### config.mk
export PLATFORM = sky130hd
export DESIGN_NAME = led_pattern_sequencer_flat
export DESIGN_NICKNAME = d
export VERILOG_FILES = /design/src/rtl/led_pattern_sequencer_if.sv /design/src/rtl/led_pattern_sequencer.sv /design/src/flat_wrapper.sv
export SDC_FILE = /design/constraint.sdc
export NUM_CORES = 1
export LEC_CHECK = 0
export BUFFER_PORTS_ARGS = -buffer_cell sky130_fd_sc_hd__buf_2
export CORE_AREA = 2 2 81 83
export DETAILED_ROUTE_END_ITERATION = 16
export DIE_AREA = 0 0 83 85
export PLACE_DENSITY_LB_ADDON = 0.12
export SLEW_MARGIN = 20
export SYNTH_ARGS = -nofsm -noshare
export SYNTH_HDL_FRONTEND = slang
export SYNTH_SLANG_ARGS = --single-unit
### constraint.sdc
create_clock -name clk -period 3.85 [get_ports clk]
set_clock_uncertainty 0.2 [all_clocks]
set_input_delay 0.385 -clock clk [delete_from_list [all_inputs] [get_ports clk]]
set_output_delay 0.385 -clock clk [all_outputs]
set_load 0.02 [all_outputs]
### src/rtl/led_pattern_sequencer_if.sv
// ROM read-port bundle between the LED pattern sequencer (master) and the pattern ROM (slave).
interface led_pattern_sequencer_if #(
    parameter int ADDR_W = 12,
    parameter int DATA_W = 4
);
    logic              rom_en;
    logic [ADDR_W-1:0] rom_addr;
    logic [DATA_W-1:0] rom_data;

    modport master (output rom_en, output rom_addr, input rom_data);
    modport slave  (input rom_en, input rom_addr, output rom_data);
endinterface

### src/rtl/led_pattern_sequencer.sv
// Steps through the LED pattern ROM at a prescaled rate, one registered read per step.
// Optional macro LED_SEQ_BLANK_EN: blank the LEDs while the sequencer is stopped.
module led_pattern_sequencer #(
    parameter int STEP_DIV  = 50_000_000,
    parameter int ADDR_W    = 12,
    parameter int DATA_W    = 4,
    parameter int LAST_ADDR = 4095
) (
    input  logic                    clk,
    input  logic                    rst_n,
    input  logic                    i_run,
    input  logic                    i_dir,
    led_pattern_sequencer_if.master rom,
    output logic [DATA_W-1:0]       o_led,
    output logic                    o_step
);

    localparam int                CNT_W     = (STEP_DIV > 1) ? $clog2(STEP_DIV) : 1;
    localparam logic [CNT_W-1:0]  CNT_LAST  = CNT_W'(STEP_DIV - 1);
    localparam logic [ADDR_W-1:0] ADDR_LAST = ADDR_W'(LAST_ADDR);

    typedef enum logic [1:0] {
        S_IDLE    = 2'd0,
        S_ISSUE   = 2'd1,
        S_CAPTURE = 2'd2
    } state_t;

    state_t             r_state;
    logic [CNT_W-1:0]   r_count;
    logic               r_rom_en;
    logic [ADDR_W-1:0]  r_rom_addr;
    logic [DATA_W-1:0]  r_led;
    logic               r_step;
    logic               w_tick;
    logic [ADDR_W-1:0]  w_addr_next;

    assign rom.rom_en   = r_rom_en;
    assign rom.rom_addr = r_rom_addr;
    assign o_led        = r_led;
    assign o_step       = r_step;

    // Stopping parks the prescaler at zero so a restart waits a full step period.
    always_ff @(posedge clk or negedge rst_n) begin
        if (!rst_n) begin
            r_count <= '0;
        end else if (!i_run || r_count == CNT_LAST) begin
            r_count <= '0;
        end else begin
            r_count <= r_count + CNT_W'(1);
        end
    end

    assign w_tick = i_run && (r_count == CNT_LAST);

    always_comb begin
        w_addr_next = r_rom_addr;
        if (i_dir) begin
            w_addr_next = (r_rom_addr == '0) ? ADDR_LAST : r_rom_addr - ADDR_W'(1);
        end else begin
            w_addr_next = (r_rom_addr == ADDR_LAST) ? '0 : r_rom_addr + ADDR_W'(1);
        end
    end

    // The address only moves after the ROM has sampled it, so it is stable across the read edge.
    always_ff @(posedge clk or negedge rst_n) begin
        if (!rst_n) begin
            r_state    <= S_IDLE;
            r_rom_en   <= 1'b0;
            r_rom_addr <= '0;
            r_led      <= '0;
            r_step     <= 1'b0;
        end else begin
            r_rom_en <= 1'b0;
            r_step   <= 1'b0;
            case (r_state)
                S_IDLE: begin
                    if (w_tick) begin
                        r_state  <= S_ISSUE;
                        r_rom_en <= 1'b1;
                    end
`ifdef LED_SEQ_BLANK_EN
                    else if (!i_run) begin
                        r_led <= '0;
                    end
`endif
                end
                S_ISSUE: begin
                    r_state <= S_CAPTURE;
                end
                S_CAPTURE: begin
                    r_led      <= rom.rom_data;
                    r_step     <= 1'b1;
                    r_rom_addr <= w_addr_next;
                    r_state    <= S_IDLE;
                end
                default: begin
                    r_state <= S_IDLE;
                end
            endcase
        end
    end

endmodule

### src/flat_wrapper.sv
// flat-port wrapper written by rule: the top's interface ports become plain ports
module led_pattern_sequencer_flat 
#(
    parameter int STEP_DIV  = 50_000_000,
    parameter int ADDR_W    = 12,
    parameter int DATA_W    = 4,
    parameter int LAST_ADDR = 4095
)
  (clk, rst_n, i_run, i_dir, o_led, o_step, rom_rom_en, rom_rom_addr, rom_rom_data);
  led_pattern_sequencer_if #(.ADDR_W(ADDR_W), .DATA_W(DATA_W)) rom_i ();
  input  logic clk;
  input  logic rst_n;
  input  logic i_run;
  input  logic i_dir;
  output logic [DATA_W-1:0] o_led;
  output logic o_step;
  output wire logic [$bits(rom_i.rom_en)-1:0] rom_rom_en;
  output wire logic [$bits(rom_i.rom_addr)-1:0] rom_rom_addr;
  input wire logic [$bits(rom_i.rom_data)-1:0] rom_rom_data;
  assign rom_rom_en = rom_i.rom_en;
  assign rom_rom_addr = rom_i.rom_addr;
  assign rom_i.rom_data = rom_rom_data;
  led_pattern_sequencer #(.STEP_DIV(STEP_DIV), .ADDR_W(ADDR_W), .DATA_W(DATA_W), .LAST_ADDR(LAST_ADDR)) u_core (.clk(clk), .rst_n(rst_n), .i_run(i_run), .i_dir(i_dir), .rom(rom_i), .o_led(o_led), .o_step(o_step));
endmodule
==> impl_metrics.toml <==
[outcome]
status = "finished clean"

[setup_path]
worstPathRequired_ps = 3790
setup.worst_path.start = "u_core.r_count[2]"
crit_chain = "and4_1 > nand3_1 > nor3_1 > nand2b_1 > nor2_1"
cpPeakStageDelay_ps = 770
critical-path-top-delay-family = "simple AND/OR/NAND/NOR gates"
startpoint_type = "register"
critPathKind = "register to register"
rr_startpoint = "u_core.r_count[2]"
worstSetupEndpointType = "register"
cp_slowest_cell = "nand2b_1"
cp_num_buf_inv = 0
cp_max_fo = 25
arrival_ps = 2310

[flow_run]
drv_cap = 0

[yosys]
yosys_warnings = 0
syn_inst = 296
synthDistinctLibCells = 62
synth-main-ff-cell = "dfrtp_1"
syn_area_um2 = 2690
ys_ff_latch = 46
synth_edf_count = 0
syn_nets = 308
synth.yosys.seq_area_share = 0.428
async_flop_share = 1.00
syn_avg_cell_area_um2 = 9.09

[cts]
root_buffer = "clkbuf_8"
cts_tree = "yes"
post-cts-setup-buffer-count = 0
clkTransAtPathRegs_ps = 90
h-tree-depth = 2
worstSkewPairLatency_ps = 300
cts_buffers = 5
cts-root-to-sink-buffers = 2
numClockSinks = 46

[pwr]
power_density_nw_per_um2 = 324
p_total_uw = 963
peakVddDrop_mv = 0.229
power_leakage_nw = 1.25

[hold_path]
min_path_type = "input pin to register"
holdCritStartpoint = "rom_rom_data[2]"

[routing]
route.vias.total = 2212
drt_iter0_markers = 113
route.final.wire_length_um = 5910
antenna_left = 0
wl_per_cell_um = 15.0
vias_per_cell = 5.63
route.detailed.drc = 0
dr.pass1.iters = 4

[cells_and_area]
final_util = 0.478
multi_input_area_um2 = 1410
antenna_cells = 0
fill_cells = 609
final_cells = 393
final_common_cell = "dfrtp_1"
drive_gt1_frac = 0.155
nets = 327
seq_area_um2 = 1150
final_cell_mix = "dfrtp_1, nor2_1, nand2_1, buf_2, nand3_1"
syn2layout_area_growth_pct = 10.2
final_cell_area_um2 = 2970

[placement]
dp_slack_ps = 1470
gp_congestion = 0.922
place_area_um2 = 2820
place_inst = 384
dp_hpwl_um = 4070
numPortBuffers = 25

[floorplanning]
die_w_um = 83
die_h_um = 85
die_area_um2 = 7060
start_util = 0.434
num_rows = 29
coreArea_um2 = 6200
ios = 26

[global_routing]
grt_pass1_wl_um = 10300
grt_max_degree = 47
grt-ovfl-total = 0
grt_pass1_vias = 2230
grt_antenna_before_repair = 0
track_usage = 0.177

[timing]
fin_tns_setup_ps = 0
worst_slew_pin_slew_ps = 931
setup_viol = 0
rsz0062_at_grt = "false"
whs_ps = 67.0
max_freq_mhz = 423
finalCritPeriodShare = 0.615
relSlewSlack = 0.380
timing.final.ws_setup_ps = 1480
hold_viol_final = 0
final_max_slew_viol_count = 0
min_period_ps = 2370
[synth_stat cells, types with 2 or more instances]
master | n | area [µm²]
o221ai_1 | 2 | 17.5
ha_1 | 4 | 50.1
nand2b_1 | 3 | 18.8
o21a_1 | 2 | 15.0
and3_1 | 6 | 37.5
and2_1 | 2 | 12.5
buf_6 | 3 | 33.8
nor4_1 | 5 | 31.3
dfrtp_1 | 46 | 1150
nand2_1 | 34 | 128
a21oi_1 | 5 | 25.0
nor2b_1 | 3 | 18.8
or3_4 | 3 | 33.8
o31ai_1 | 2 | 15.0
a31oi_1 | 7 | 43.8
buf_2 | 6 | 30.0
o21ai_0 | 9 | 45.0
nand4_1 | 11 | 68.8
nor2_1 | 42 | 158
nand3b_1 | 2 | 15.0
a41oi_1 | 2 | 17.5
and4_1 | 3 | 26.3
nor3_1 | 11 | 55.1
inv_1 | 6 | 22.5
xnor2_1 | 8 | 70.1
nand3_1 | 17 | 85.1
clkbuf_1 | 2 | 7.51
xor2_1 | 16 | 140
[path summary, 6_finish.rpt]
check	endpoint	slack, ps	depth (start not counted)
worst min register to register	u_core.r_count[0]	250	1
worst min-delay path	u_core.o_led[2]	70	3
min in group asynchronous	u_core.rom.rom_addr[8]	420	2
worst max-delay path	u_core.r_count[7]	1480	5
max in group asynchronous	u_core.r_count[21]	2630	2
worst max register to register	u_core.r_count[7]	1480	5
[kinds of logic after synthesis]
kind of cell             share of synthesized area
AO/OA/AOI/OAI                                0.129
XOR/XNOR                                    0.0781
adder cells (fa/ha/maj)                     0.0186
buffers and inverters                       0.0470
flip-flops                                   0.428
multiplexers                               0.00418
AND/OR/NAND/NOR                              0.295
[where the power goes]
group / total, mW / switching [mW] / internal, mW
registers: 0.490 / 0.00417 / 0.486
logic: 0.0426 / 0.0298 / 0.0127
clock network: 0.429 / 0.169 / 0.260
total: 0.963 / 0.203 / 0.759
[registers in the layout (all words and copies together) (netlist names)]
| name | flops |
|---|---|
| u_core.r_count | 26 |
| u_core.r_state | 2 |
| u_core.rom.rom_en | 1 |
| u_core.o_led | 4 |
| u_core.o_step | 1 |
| u_core.rom.rom_addr | 12 |
[worst min-delay path: cells and delay by family]
| kind | cells | cell delay, ps |
|---|---|---|
| buf+inv | 1 | 70 |
| simple gates | 2 | 80 |
[per-layer routing]
metal | global-route usage | vias to the layer above | share of wire
li1 | - | 1096 | -
met1 | 0.205 | 1065 | 0.44
met2 | 0.315 | 39 | 0.50
met3 | 0.0340 | 12 | 0.029
met4 | 0.0849 | 0 | 0.024
met5 | 0 | - | 0
[layout make-up]
type,count,area share
tap,77,0.0325
sequential,46,0.388
clock inverter,3,0.0232
multi-input combinational,229,0.477
inverter,6,0.00759
clock buffer,5,0.0232
timing repair buffer,27,0.0489
[timing repair]
item                                   in CTS  in global routing
hold buffers                                0                  1
gates resized for setup                     0                  0
endpoints found under the hold margin       0                 46
No activity file was read; power rests on OpenSTA's default activity.
